File: config.mk
export PLATFORM = sky130hd
export DESIGN_NAME = cpu_step_ctrl
export DESIGN_NICKNAME = d
export VERILOG_FILES = /design/src/rtl/cpu_dbg_pkg.sv /design/src/rtl/btn_debounce.sv /design/src/rtl/cpu_step_ctrl.sv
export SDC_FILE = /design/constraint.sdc
export NUM_CORES = 1
export LEC_CHECK = 0
export BUFFER_PORTS_ARGS = -buffer_cell sky130_fd_sc_hd__buf_2
export CORE_UTILIZATION = 35
export CTS_CLUSTER_SIZE = 40
export DETAILED_ROUTE_END_ITERATION = 7
export PLACE_DENSITY = 0.63
export SETUP_SLACK_MARGIN = 0.02
export SLEW_MARGIN = 25
export SYNTH_ARGS = -nofsm -noshare
export SYNTH_HDL_FRONTEND = slang
export SYNTH_SLANG_ARGS = --single-unit
File: constraint.sdc
create_clock -name CLK100MHZ -period 2.6 [get_ports CLK100MHZ]
set_clock_uncertainty 0.15 [all_clocks]
set_input_delay 0.52 -clock CLK100MHZ [delete_from_list [all_inputs] [get_ports CLK100MHZ]]
set_output_delay 0.52 -clock CLK100MHZ [all_outputs]
set_load 0.005 [all_outputs]
File: src/rtl/cpu_dbg_pkg.sv
// cpu_dbg_pkg: shared definitions for the single-step / run / breakpoint
// controller.
//   state_t          - controller FSM states
//   DIV_DEFAULT      - default run-mode clock-enable period (clock cycles)
//   DEBOUNCE_DEFAULT - default button stability time (clock cycles)
package cpu_dbg_pkg;

    typedef enum logic [1:0] {
        StHalt = 2'd0,
        StStep = 2'd1,
        StRun  = 2'd2,
        StBrk  = 2'd3
    } state_t;

    localparam int unsigned DIV_DEFAULT      = 25_000_000;
    localparam int unsigned DEBOUNCE_DEFAULT = 1_000_000;

endpackage

File: src/rtl/btn_debounce.sv
// btn_debounce: synchronizes a raw push-button and issues a one-cycle pulse
// when a press has been stable for CYCLES clocks.
//   i_clk   - clock, rising edge
//   i_reset - synchronous active-high reset
//   i_btn   - raw asynchronous button level
//   o_pulse - registered one-cycle pulse per accepted press
module btn_debounce
    import cpu_dbg_pkg::*;
#(
    parameter int unsigned CYCLES = DEBOUNCE_DEFAULT
) (
    input  logic i_clk,
    input  logic i_reset,
    input  logic i_btn,
    output logic o_pulse
);

    localparam int unsigned CW = $clog2(CYCLES);

    logic          r_sync0;
    logic          r_sync1;
    logic          r_vld0;
    logic          r_vld1;
    logic          r_stable;
    logic [CW-1:0] r_cnt;
    logic          r_pulse;

    // r_stable resets to "pressed": a button held through reset never yields a
    // rising edge; the release must be accepted before the next press counts.
    // r_vld* mark the synchronizer as filled so its cleared reset contents are
    // never mistaken for a release.
    always_ff @(posedge i_clk) begin
        if (i_reset) begin
            r_sync0  <= 1'b0;
            r_sync1  <= 1'b0;
            r_vld0   <= 1'b0;
            r_vld1   <= 1'b0;
            r_stable <= 1'b1;
            r_cnt    <= '0;
            r_pulse  <= 1'b0;
        end else begin
            r_sync0 <= i_btn;
            r_sync1 <= r_sync0;
            r_vld0  <= 1'b1;
            r_vld1  <= r_vld0;
            r_pulse <= 1'b0;
            if (!r_vld1 || (r_sync1 == r_stable)) begin
                r_cnt <= '0;
            end else if (r_cnt == CW'(CYCLES - 1)) begin
                r_cnt    <= '0;
                r_stable <= r_sync1;
                r_pulse  <= r_sync1;
            end else begin
                r_cnt <= r_cnt + CW'(1);
            end
        end
    end

    assign o_pulse = r_pulse;

endmodule

File: src/rtl/cpu_step_ctrl.sv
// cpu_step_ctrl: halt / single-step / free-run / breakpoint controller that
// gates a soft core through a one-cycle clock-enable.
//   CLK100MHZ   - sole clock, rising edge
//   reset       - synchronous active-high reset
//   btn_step    - raw single-step button (debounced internally)
//   run_sw      - raw run/halt switch, 1 = run (synchronized internally)
//   pc          - core program counter
//   bp_addr     - breakpoint address
//   bp_en       - breakpoint arm
//   cpu_ce      - one-cycle clock-enable pulse, one instruction per pulse
//   halted      - 1 in HALT or BRK
//   bp_hit      - 1 in BRK
//   instr_count - number of cpu_ce pulses issued (wraps)
// Build option: define CPU_STEP_CTRL_BP_EN to enable the breakpoint logic;
// otherwise bp_addr/bp_en are ignored and BRK is unreachable.
module cpu_step_ctrl
    import cpu_dbg_pkg::*;
#(
    parameter int unsigned DIV             = DIV_DEFAULT,
    parameter int unsigned DEBOUNCE_CYCLES = DEBOUNCE_DEFAULT
) (
    input  logic        CLK100MHZ,
    input  logic        reset,
    input  logic        btn_step,
    input  logic        run_sw,
    input  logic [31:0] pc,
    input  logic [31:0] bp_addr,
    input  logic        bp_en,
    output logic        cpu_ce,
    output logic        halted,
    output logic        bp_hit,
    output logic [31:0] instr_count
);

    localparam int unsigned PW = $clog2(DIV);

    state_t        r_state;
    logic          r_run_s0;
    logic          r_run_s1;
    logic [PW-1:0] r_presc;
    logic          r_cpu_ce;
    logic          r_halted;
    logic          r_bp_hit;
    logic [31:0]   r_instr_count;
    logic          w_step;
    logic          w_bp_match;

    btn_debounce #(
        .CYCLES (DEBOUNCE_CYCLES)
    ) u_btn_debounce (
        .i_clk   (CLK100MHZ),
        .i_reset (reset),
        .i_btn   (btn_step),
        .o_pulse (w_step)
    );

`ifdef CPU_STEP_CTRL_BP_EN
    assign w_bp_match = bp_en && (pc == bp_addr);
`else
    logic w_unused_bp;
    assign w_unused_bp = ^{pc, bp_addr, bp_en};
    assign w_bp_match  = 1'b0;
`endif

    // Step pulses seen in RUN or STEP fall through the default branches and
    // are dropped. The prescaler stays cleared outside RUN.
    always_ff @(posedge CLK100MHZ) begin
        if (reset) begin
            r_state       <= StHalt;
            r_run_s0      <= 1'b0;
            r_run_s1      <= 1'b0;
            r_presc       <= '0;
            r_cpu_ce      <= 1'b0;
            r_halted      <= 1'b1;
            r_bp_hit      <= 1'b0;
            r_instr_count <= '0;
        end else begin
            r_run_s0 <= run_sw;
            r_run_s1 <= r_run_s0;
            r_cpu_ce <= 1'b0;
            r_presc  <= '0;
            unique case (r_state)
                StHalt: begin
                    if (w_step) begin
                        r_state       <= StStep;
                        r_cpu_ce      <= 1'b1;
                        r_halted      <= 1'b0;
                        r_instr_count <= r_instr_count + 32'd1;
                    end else if (r_run_s1) begin
                        r_state  <= StRun;
                        r_halted <= 1'b0;
                    end
                end
                StStep: begin
                    r_state  <= StHalt;
                    r_halted <= 1'b1;
                end
                StRun: begin
                    if (!r_run_s1) begin
                        r_state  <= StHalt;
                        r_halted <= 1'b1;
                    end else if (w_bp_match) begin
                        // Breakpoint wins over a coincident prescaler tick.
                        r_state  <= StBrk;
                        r_halted <= 1'b1;
                        r_bp_hit <= 1'b1;
                    end else if (r_presc == PW'(DIV - 1)) begin
                        r_cpu_ce      <= 1'b1;
                        r_instr_count <= r_instr_count + 32'd1;
                    end else begin
                        r_presc <= r_presc + PW'(1);
                    end
                end
                StBrk: begin
                    if (w_step) begin
                        r_state       <= StStep;
                        r_cpu_ce      <= 1'b1;
                        r_halted      <= 1'b0;
                        r_bp_hit      <= 1'b0;
                        r_instr_count <= r_instr_count + 32'd1;
                    end else if (!r_run_s1) begin
                        r_state  <= StHalt;
                        r_bp_hit <= 1'b0;
                    end
                end
                default: begin
                    r_state  <= StHalt;
                    r_halted <= 1'b1;
                    r_bp_hit <= 1'b0;
                end
            endcase
        end
    end

    assign cpu_ce      = r_cpu_ce;
    assign halted      = r_halted;
    assign bp_hit      = r_bp_hit;
    assign instr_count = r_instr_count;

endmodule

==> key figures, run 1 <==
Run status
  • Outcome: finished, final reports clean

Detailed routing
  • Wire per inst: 13.11 um
  • Iter 0 DRT Violations: 115
  • Via count: 3516
  • Antenna viol nets, final: 0
  • WL final: 8770 um
  • DR pass1 iterations: 4
  • Via density per instance: 5.256
  • DRC Markers: 0

CTS
  • CTS H-tree lvls: 3
  • Post-CTS resize count: 0
  • CTS buffer count: 9
  • Clock transition at the registers of the reported paths: 0.06 ns
  • Cts hold-fix bufs: 0
  • CTS sink count: 89
  • Clock Latency Late Sink: 0.33 ns
  • Root Buffer Master: clkbuf_16
  • CTS tree: done
  • Clk buf depth: 2

Global route
  • Met1 usage: 19.28%
  • GR Util met3: 2.460%
  • Largest net degree at the start of global routing: 63
  • GRT overflow: 0
  • GRT busiest layer: met2
  • Overall Global Routing Usage: 14.86%
  • Vias in the first global route: 3272
  • Initial antenna violation count: 0
  • GR Util met2: 24.18%
  • First-pass GRT wire length: 15290 um

Die
  • Starting density of the core: 36.17%
  • I/O pin count: 104
  • Die outline width: 110.9 um
  • Total Die Area: 0.01229 mm2
  • Core ar.: 0.01147 mm2
  • DIE HEIGHT: 110.9 um
  • FP Rows: 39

Yosys
  • Most common library cells after synthesis: 89 x dfxtp_1, 59 x nor2_1, 35 x a21oi_1
  • Area contributors post-synth: dfxtp_1 43%, nor2_1 5.3%, xor2_1 5.3%, a21oi_1 4.2%, nand3_1 3.7%
  • Top FF cell, synth: dfxtp_1
  • Cell area after synthesis: 0.004148 mm2
  • Yosys warnings: 0
  • Area leader, netlist: dfxtp_1
  • Sequential share of the synthesized area: 42.96%
  • Syn Nets: 565
  • Count leader, synth: dfxtp_1
  • Post-Syn Area per Cell: 8.499 um2
  • Seq cells post-synth: 89
  • Ys async rst share: 0%
  • Post-Syn Instances: 488
  • Top-area cell type share of the netlist area: 42.96%
  • Post-synth EDFFs: 0
  • Yosys cell types: 44

STA
  • Min Hold Slack: 0.2499 ns
  • Worst setup margin: 0.2439 ns
  • Setup violations, final: 0
  • Max-slew violations: 0
  • Min Tclk post-route: 2.356 ns
  • Period utilization: 90.62%
  • RSZ-0062 raised after global routing: no
  • Max Fclk: 0.4244 GHz
  • Slew Limit Headroom: 59.00%
  • Slew of the pin with the lowest slew margin: 0.6127 ns
  • Final Hold Fails: 0
  • Setup tns final: 0 ns

Placement
  • DP Worst Slack: 0.1836 ns
  • DP Area: 0.004484 mm2
  • PortBufs: 37
  • Global placement routability congestion: 0.8225
  • DP HPWL: 5907 um

Critical path
  • Capture point of the worst path: instr_count[17]$_SDFFE_PP0P_
  • Worst R2R End: instr_count[17]$_SDFFE_PP0P_
  • CP arrival: 2.47 ns
  • Critical R2R Launch: r_state[0]$_SDFFE_PP0P_
  • Cells on worst reg2reg path: 7
  • FF-to-FF setup slack: 0.24 ns
  • CP Capture Type: flop
  • Startpoint types: flop
  • Critical path fanouts, max: 16
  • Crit path from: r_state[0]$_SDFFE_PP0P_
  • Crit Path Category: reg2reg
  • WP data required: 2.71 ns

Layout
  • Final nets: 599
  • Final Cell Area: 0.004795 mm2
  • ANT cells: 0
  • P&R area growth vs syn: 15.60%
  • Layout cells sized above 1: 12.74%

Power and ir drop
  • Cell-internal power: 2.251 mW
  • Reg power frac: 48.2%
  • Pleak: 1.657 nW
  • IR drop worst, VDD: 0.3130 mV
  • NetSw: 0.6137 mW
  • PwrDens: 597.6 mW/mm2
  • Sw frac: 21.42%
  • Clock power share: 47.3%
  • Pwr Total: 2.865 mW
  • Comb pwr share: 4.4%

Worst hold path
  • HP Class: in2reg

Flow run
  • Number of max-cap violations: 0
metrics by stage:
stage	instances	utilization [%]
after CTS	669	41.81
after floorplan	488	-
after global routing	669	41.81
final	669	41.81
after global placement	654	39.11
after detailed placement	654	39.11
how the worst min path moves through the flow:
stage                                       startpoint                            endpoint  slack [ns]  cells past startpoint
floorplan           u_btn_debounce.r_cnt[0]$_SDFF_PP0_  u_btn_debounce.r_cnt[0]$_SDFF_PP0_        0.26                      1
global placement         u_btn_debounce.r_vld0$_DFF_P_    u_btn_debounce.r_vld1$_SDFF_PP0_        0.27                      1
detailed placement   u_btn_debounce.r_sync0$_SDFF_PP0_   u_btn_debounce.r_sync1$_SDFF_PP0_        0.28                      1
CTS                                             run_sw                 r_run_s0$_SDFF_PP0_        0.24                      2
global route                                  btn_step   u_btn_debounce.r_sync0$_SDFF_PP0_        0.26                      2
finish                                          run_sw                 r_run_s0$_SDFF_PP0_        0.25                      2
power by group through the flow:
stage	Sequential, mW	Combinational, mW	Clock [mW]
after floorplan	1.41	0.101	0
after global placement	1.41	0.124	0
after detailed placement	1.41	0.127	0
after CTS	1.38	0.127	1.39
after global routing	1.38	0.143	1.44
final	1.38	0.127	1.36
state kept, by name (all words and copies together) (netlist names):
signal / cells
r_run_s0: 1
r_presc: 25
u_btn_debounce.r_vld0: 1
u_btn_debounce.r_stable: 1
cpu_ce: 1
u_btn_debounce.r_cnt: 20
r_state: 2
u_btn_debounce.r_vld1: 1
instr_count: 32
u_btn_debounce.o_pulse: 1
r_run_s1: 1
u_btn_debounce.r_sync1: 1
u_btn_debounce.r_sync0: 1
halted: 1
critical path, stage by stage (launching register included):
cell and delay (ns):
dfxtp_1 0.38, inv_1 0.10, ha_1 0.37, mux2_2 0.45, and2_1 0.25, nand4_1 0.12, or3_1 0.32, a21oi_1 0.14
layout by cell type, fill, tap and decap left out, types with 20 or more instances in the layout:
| cell | count |
|---|---|
| a21oi_1 | 35 |
| buf_2 | 37 |
| dfxtp_1 | 89 |
| nand2_1 | 32 |
| nand3_1 | 31 |
| nand4_1 | 22 |
| nor2_1 | 59 |
| o21ai_0 | 20 |
| or3_1 | 20 |
| xor2_1 | 25 |
metal layers:
layer  part of all wire [%]  vias to the layer above
li1                       -                     1803
met1                     48                     1637
met2                     47                       62
met3                    3.2                       14
met4                    1.9                        0
met5                      0                        -
final cells by class:
| type | instances | area, um2 |
|---|---|---|
| Fill cell | 1125 | 6673 |
| Multi-Input combinational cell | 362 | 2202 |
| Sequential cell | 89 | 1782 |
| Timing Repair Buffer | 47 | 272.8 |
| Clock buffer | 10 | 229.0 |
| Tap cell | 143 | 178.9 |
| Clock inverter | 5 | 81.33 |
| Inverter | 13 | 48.80 |
cell families (layout without fill, tap and decap cells):
| kind of cell | Yosys count | count (layout) | synth area share, % |
|---|---|---|---|
| AOI/OAI and AO/OA | 79 | 79 | 11.49 |
| xor gates and xnor gates | 42 | 42 | 8.869 |
| adders and majority gates | 8 | 8 | 2.413 |
| buffers and inverters | 37 | 75 | 3.952 |
| DFF | 89 | 89 | 42.96 |
| muxes | 2 | 2 | 0.5128 |
| other | 1 | 1 | 0.09041 |
| and+or+nand+nor | 230 | 230 | 29.71 |
timing repair:
action	in CTS	in global routing
hold endpoints to repair	0	0
buffers inserted	0	0
endpoints found under the setup margin	0	5
Note: power is estimated with default switching activity, not from simulation.
==> inputs of run 2 (changes only) <==
- SYNTH_HIERARCHICAL: default -> 1
==> key figures, run 2 <==
STA
  • Max-slew violations: 0 (unchanged)
  • Min Tclk post-route: 2.402 ns (was 2.356 ns)
  • Setup violations, final: 0 (unchanged)
  • Slew of the pin with the lowest slew margin: 0.5918 ns (was 0.6127 ns)
  • Max Fclk: 0.4163 GHz (was 0.4244 GHz)
  • Worst setup margin: 0.1980 ns (was 0.2439 ns)
  • RSZ-0062 raised after global routing: no (unchanged)
  • Slew Limit Headroom: 60.40% (was 59.00%)
  • Setup tns final: 0 ns (unchanged)
  • Period utilization: 92.38% (was 90.62%)
  • Final Hold Fails: 0 (unchanged)
  • Min Hold Slack: 0.2458 ns (was 0.2499 ns)

CTS
  • CTS H-tree lvls: 3 (unchanged)
  • Cts hold-fix bufs: 0 (unchanged)
  • Clock transition at the registers of the reported paths: 0.06 ns (about the same)
  • CTS sink count: 89 (unchanged)
  • Clock Latency Late Sink: 0.34 ns (was 0.33 ns)
  • Post-CTS resize count: 0 (unchanged)
  • CTS buffer count: 9 (unchanged)
  • CTS tree: done (unchanged)
  • Root Buffer Master: clkbuf_16 (unchanged)
  • Clk buf depth: 2 (unchanged)
  • Postcts setup bufs: 0 (unchanged)

Detailed routing
  • Via density per instance: 5.423 (was 5.256)
  • DR pass1 iterations: 6 (was 4)
  • WL final: 8873 um (was 8770 um)
  • Wire per inst: 13.22 um (was 13.11 um)
  • Antenna viol nets, final: 0 (unchanged)
  • Via count: 3639 (was 3516)
  • Iter 0 DRT Violations: 124 (was 115)
  • DRC Markers: 2 (was 0)

Global route
  • Initial antenna violation count: 0 (unchanged)
  • GRT overflow: 0 (unchanged)
  • Overall Global Routing Usage: 14.78% (was 14.86%)
  • Vias in the first global route: 3450 (was 3272)
  • First-pass GRT wire length: 15440 um (was 15290 um)
  • Largest net degree at the start of global routing: 65 (was 63)

Yosys
  • Post-Syn Area per Cell: 8.644 um2 (was 8.499 um2)
  • Sequential share of the synthesized area: 41.89% (was 42.96%)
  • Count leader, synth: dfxtp_1 (unchanged)
  • Syn Nets: 569 (was 565)
  • Top-area cell type share of the netlist area: 41.89% (was 42.96%)
  • Yosys cell types: 53 (was 44)
  • Cell area after synthesis: 0.004253 mm2 (was 0.004148 mm2)
  • Ys async rst share: 0% (unchanged)
  • Post-Syn Instances: 492 (was 488)
  • Post-synth EDFFs: 0 (unchanged)
  • Most common library cells after synthesis: 89 x dfxtp_1, 56 x nor2_1, 38 x a21oi_1 (was 89 x dfxtp_1, 59 x nor2_1, 35 x a21oi_1)
  • Area leader, netlist: dfxtp_1 (unchanged)
  • Top FF cell, synth: dfxtp_1 (unchanged)
  • Seq cells post-synth: 89 (unchanged)
  • Yosys warnings: 6 (was 0)
  • Area contributors post-synth: dfxtp_1 42%, nor2_1 4.9%, xor2_1 4.5%, a21oi_1 4.5%, o31ai_1 4.4% (was dfxtp_1 43%, nor2_1 5.3%, xor2_1 5.3%, a21oi_1 4.2%, nand3_1 3.7%)

Critical path
  • Startpoint types: flop (unchanged)
  • CP peak stage delay: 0.54 ns (was 0.45 ns)
  • Crit Path Category: reg2reg (unchanged)
  • CP Capture Type: flop (unchanged)
  • Crit path max-delay cell type: or4_1 (was mux2_2)
  • Critical path fanouts, max: 64 (was 16)
  • Worst-path cell chain: ha_1, nand2_2, nor4_4, a41oi_4, buf_12, or4_1, a21oi_1 (was inv_1, ha_1, mux2_2, and2_1, nand4_1, or3_1, a21oi_1)
  • Worst path top cell family by delay: simple AND/OR/NAND/NOR gates (unchanged)
  • CP arrival: 2.52 ns (was 2.47 ns)
  • WP data required: 2.71 ns (about the same)
  • CP Buf/Inv Count: 1 (unchanged)

Placement
  • DP Worst Slack: 0.2112 ns (was 0.1836 ns)
  • DP Area: 0.004566 mm2 (was 0.004484 mm2)
  • PortBufs: 37 (unchanged)
  • Global placement routability congestion: 0.8531 (was 0.8225)
  • DP HPWL: 5909 um (was 5907 um)

Layout
  • Layout fillers: 1185 (was 1125)
  • Final Core Density: 41.87% (was 41.81%)
  • Max reg flops: 32 (unchanged)
  • Final nets: 601 (was 599)
  • ANT cells: 0 (unchanged)
  • Final Cell Area: 0.004862 mm2 (was 0.004795 mm2)
  • P&R area growth vs syn: 14.33% (was 15.60%)
  • Most common cell after layout, fill and taps aside: dfxtp_1 (unchanged)
  • Most frequent cells in the layout: 88 x dfxtp_1, 56 x nor2_1, 38 x a21oi_1 (was 89 x dfxtp_1, 59 x nor2_1, 37 x buf_2)
  • Layout cells sized above 1: 14.39% (was 12.74%)

Power and ir drop
  • IR drop worst, VDD: 0.3307 mV (was 0.3130 mV)
  • Pleak: 1.605 nW (was 1.657 nW)
  • PwrDens: 573.3 mW/mm2 (was 597.6 mW/mm2)

Die
  • Die outline width: 112.2 um (was 110.9 um)
  • DIE HEIGHT: 112.2 um (was 110.9 um)
  • I/O pin count: 104 (unchanged)
  • FP Rows: 39 (unchanged)
  • Core ar.: 0.01161 mm2 (was 0.01147 mm2)
  • Starting density of the core: 36.62% (was 36.17%)
  • Total Die Area: 0.01260 mm2 (was 0.01229 mm2)

Run status
  • Outcome: finished, violations left (was finished, final reports clean)
  • Failing checks: design-rule violations

Flow run
  • Number of max-cap violations: 0 (unchanged)

Worst hold path
  • HP Class: in2reg (unchanged)
[run 2: cell types whose count changed in the layout (fill, tap and decap cells not counted), sizes merged, moves of 5 or more]
cell and change:
or3 -6, nand2 -6, and3 -10, or4 +11, o31ai +11, o21ai -6
nand4 +5
[run 2: cell type report]
type                       count  area [um2]  area share [%]
timing repair buffer          47       272.8           5.610
clock buffer                  10       239.0           4.915
clock inverter                 5       56.30           1.158
sequential                    89        1783           36.67
tap                          143       178.9           3.680
inverter                      13       48.80           1.004
multi-input combinational    364        2283           46.96
[run 2: metrics by stage]
stage	std cells	total power, mW
final	671	2.788
after detailed placement	656	1.530
after global routing	671	2.897
after global placement	656	1.526
after floorplan	492	1.504
after CTS	671	2.821
[run 2: path summary, 6_finish.rpt]
path              slack, ns                           end                  start  cells past startpoint
setup / recovery       0.20  instr_count[16]$_SDFFE_PP0P_  r_presc[0]$_SDFF_PP0_                      7
hold / removal         0.25           r_run_s0$_SDFF_PP0_                 run_sw                      2
setup reg to reg       0.20  instr_count[16]$_SDFFE_PP0P_  r_presc[0]$_SDFF_PP0_                      7
hold reg to reg        0.29           r_run_s1$_SDFF_PP0_    r_run_s0$_SDFF_PP0_                      1
[run 2: cell families (layout without fill, tap and decap cells)]
group,after synthesis,after routing,synth area share (%)
DFF,89,89,41.89
other,1,1,0.08818
xor gates and xnor gates,36,36,7.414
muxes,2,2,0.4707
and+or+nand+nor,230,230,30.48
AOI/OAI and AO/OA,87,87,12.89
buffers and inverters,39,75,4.413
adders and majority gates,8,8,2.354
[run 2: routing by layer]
layer / up-vias / wire, um / track usage [%]
li1: 1872 / - / -
met1: 1714 / 4345 / 19.41
met2: 47 / 4128 / 23.85
met3: 6 / 295 / 2.916
met4: 0 / 104 / 5.956
met5: - / 0 / 0
[run 2: power by group]
| group | internal, mW | leakage, nW | switching, mW |
|---|---|---|---|
| clock | 0.764 | 0.144 | 0.525 |
| sequential | 1.37 | 0.719 | 0.00795 |
| combinational | 0.0379 | 0.741 | 0.0794 |
==> inputs of run 3 (changes only) <==
==> constraint.sdc (replaced) <==
create_clock -name CLK100MHZ -period 2.6 [get_ports CLK100MHZ]
set_clock_uncertainty 0.15 [all_clocks]
set_input_delay 0.26 -clock CLK100MHZ [delete_from_list [all_inputs] [get_ports CLK100MHZ]]
set_output_delay 0.26 -clock CLK100MHZ [all_outputs]
set_load 0.005 [all_outputs]
==> key figures, run 3 (same netlist as run 2, synthesis figures left out) <==
CTS
  • Root Buffer Master: clkbuf_16 (unchanged)
  • Clk buf depth: 2 (unchanged)
  • CTS tree: done (unchanged)
  • CTS buffer count: 9 (unchanged)
  • Clock transition at the registers of the reported paths: 0.07 ns (was 0.06 ns)
  • CTS H-tree lvls: 3 (unchanged)
  • Clock Latency Late Sink: 0.34 ns (about the same)
  • CTS sink count: 89 (unchanged)

Global route
  • Initial antenna violation count: 0 (unchanged)
  • GRT overflow: 0 (unchanged)
  • First-pass GRT wire length: 15140 um (was 15440 um)
  • Largest net degree at the start of global routing: 65 (unchanged)
  • Overall Global Routing Usage: 14.46% (was 14.78%)
  • Vias in the first global route: 3388 (was 3450)

STA
  • RSZ-0062 raised after global routing: no (unchanged)
  • Setup tns final: 0 ns (unchanged)
  • Period utilization: 93.28% (was 92.38%)
  • Max Fclk: 0.4123 GHz (was 0.4163 GHz)
  • Setup violations, final: 0 (unchanged)
  • Max-slew violations: 0 (unchanged)
  • Slew Limit Headroom: 61.22% (was 60.40%)
  • Slew of the pin with the lowest slew margin: 0.5795 ns (was 0.5918 ns)
  • Final Hold Fails: 0 (unchanged)
  • Min Tclk post-route: 2.425 ns (was 2.402 ns)

Placement
  • PortBufs: 37 (unchanged)
  • DP HPWL: 5886 um (was 5909 um)
  • DP Area: 0.004566 mm2 (unchanged)
  • Global placement routability congestion: 0.8814 (was 0.8531)

Critical path
  • Startpoint types: flop (unchanged)
  • WP data required: 2.72 ns (was 2.71 ns)
  • CP arrival: 2.54 ns (was 2.52 ns)
  • CP Capture Type: flop (unchanged)
  • Worst path top cell family by delay: simple AND/OR/NAND/NOR gates (unchanged)
  • CP peak stage delay: 0.48 ns (was 0.54 ns)
  • Worst-path cell chain: inv_1, ha_1, mux2i_1, or3_1, buf_4, or4_1, a21oi_1 (was ha_1, nand2_2, nor4_4, a41oi_4, buf_12, or4_1, a21oi_1)
  • Crit Path Category: reg2reg (unchanged)
  • Critical path fanouts, max: 22 (was 64)
  • Crit path max-delay cell type: or4_1 (unchanged)
  • CP Buf/Inv Count: 2 (was 1)

Detailed routing
  • Via count: 3651 (was 3639)
  • WL final: 8790 um (was 8873 um)
  • DR pass1 iterations: 6 (unchanged)
  • Antenna viol nets, final: 0 (unchanged)
  • Iter 0 DRT Violations: 217 (was 124)
  • Via density per instance: 5.409 (was 5.423)
  • Wire per inst: 13.02 um (was 13.22 um)
  • DRC Markers: 2 (unchanged)

Power and ir drop
  • Pleak: 1.629 nW (was 1.605 nW)
  • PwrDens: 592.0 mW/mm2 (was 573.3 mW/mm2)
  • IR drop worst, VDD: 0.3436 mV (was 0.3307 mV)

Layout
  • Final nets: 604 (was 601)
  • ANT cells: 0 (unchanged)
  • Most frequent cells in the layout: 89 x dfxtp_1, 56 x nor2_1, 38 x a21oi_1 (was 88 x dfxtp_1, 56 x nor2_1, 38 x a21oi_1)
  • Final Core Density: 42.36% (was 41.87%)
  • Final Cell Area: 0.004920 mm2 (was 0.004862 mm2)
  • Layout cells sized above 1: 14.29% (was 14.39%)
  • Most common cell after layout, fill and taps aside: dfxtp_1 (unchanged)
  • P&R area growth vs syn: 15.68% (was 14.33%)
  • Layout fillers: 1164 (was 1185)
  • Max reg flops: 32 (unchanged)

Worst hold path
  • HP Class: reg2reg (was in2reg)

Die
  • FP Rows: 39 (unchanged)
  • DIE HEIGHT: 112.2 um (unchanged)
  • Total Die Area: 0.01260 mm2 (unchanged)
  • Starting density of the core: 36.62% (unchanged)
  • Core ar.: 0.01161 mm2 (unchanged)
  • I/O pin count: 104 (unchanged)
  • Die outline width: 112.2 um (unchanged)

Run status
  • Failing checks: design-rule violations (unchanged)
  • Outcome: finished, violations left (unchanged)

Flow run
  • Number of max-cap violations: 0 (unchanged)
-- run 3: changes by cell type in the layout (fill, tap and decap cells not counted), sizes merged --
cell         previous run  this run
dlygate4sd3             0         3
inv                    13        16
clkinv                  3         1
bufinv                  1         2
clkbuf                 10         9
-- run 3: final timing paths --
kind                                                   startpoint                                 to  slack [ns]  cells past startpoint
worst min-delay path            u_btn_debounce/r_sync0$_SDFF_PP0_  u_btn_debounce/r_sync1$_SDFF_PP0_        0.28                      1
worst max-delay path                      r_state[0]$_SDFFE_PP0P_       instr_count[22]$_SDFFE_PP0P_        0.17                      7
worst max register to register            r_state[0]$_SDFFE_PP0P_       instr_count[22]$_SDFFE_PP0P_        0.17                      7
worst min register to register  u_btn_debounce/r_sync0$_SDFF_PP0_  u_btn_debounce/r_sync1$_SDFF_PP0_        0.28                      1
-- run 3: repair_timing --
item	CTS	global route
setup buffers	0	0
hold endpoints to repair	3	0
hold buffers	3	0
gates resized for setup	0	0
-- run 3: layer usage --
layer	vias to the layer above	track usage, %	routed length (um)
met4	0	6.400	142
met2	67	23.69	4020
met1	1696	18.37	4226
met5	-	0	0
met3	14	3.078	400
li1	1874	-	-
-- run 3: area by class of cell --
cell class | instances | area, um2 | share of cell area, %
Clock inverter | 7 | 98.84 | 2.009
Clock buffer | 9 | 225.2 | 4.578
Multi-Input combinational cell | 364 | 2283 | 46.41
Inverter | 13 | 48.80 | 0.9919
Timing Repair Buffer | 50 | 302.8 | 6.155
Sequential cell | 89 | 1782 | 36.22
Tap cell | 143 | 178.9 | 3.637
-- run 3: report_power, final --
part	internal [mW]	switching (mW)	leakage, nW
sequential	1.37	0.00808	0.719
combinational	0.0410	0.0811	0.754
clock	0.850	0.559	0.157
total	2.26	0.648	1.63
-- run 3: worst register-to-register path, delay by kind of cell, from the launching register on --
family          cells  cell delay, ns
flops               1            0.38
compound gates      1            0.16
simple gates        2            0.86
buf+inv             2            0.31
fa+ha+maj           1            0.33
mux                 1            0.16
-- run 3: through the flow --
stage / total power [mW] / std cells / hold WS [ns] / worst slack (ns)
3_5_place_dp: 1.531 / 656 / 0.2788 / 0.1779
3_3_place_gp: 1.526 / 656 / 0.2684 / 0.2357
5_1_grt: 3.012 / 675 / 0.3004 / 0.03559
4_1_cts: 2.948 / 675 / 0.2928 / 0.1699
6_report: 2.912 / 675 / 0.2846 / 0.1747
2_1_floorplan: 1.504 / 492 / 0.1816 / 0.3328
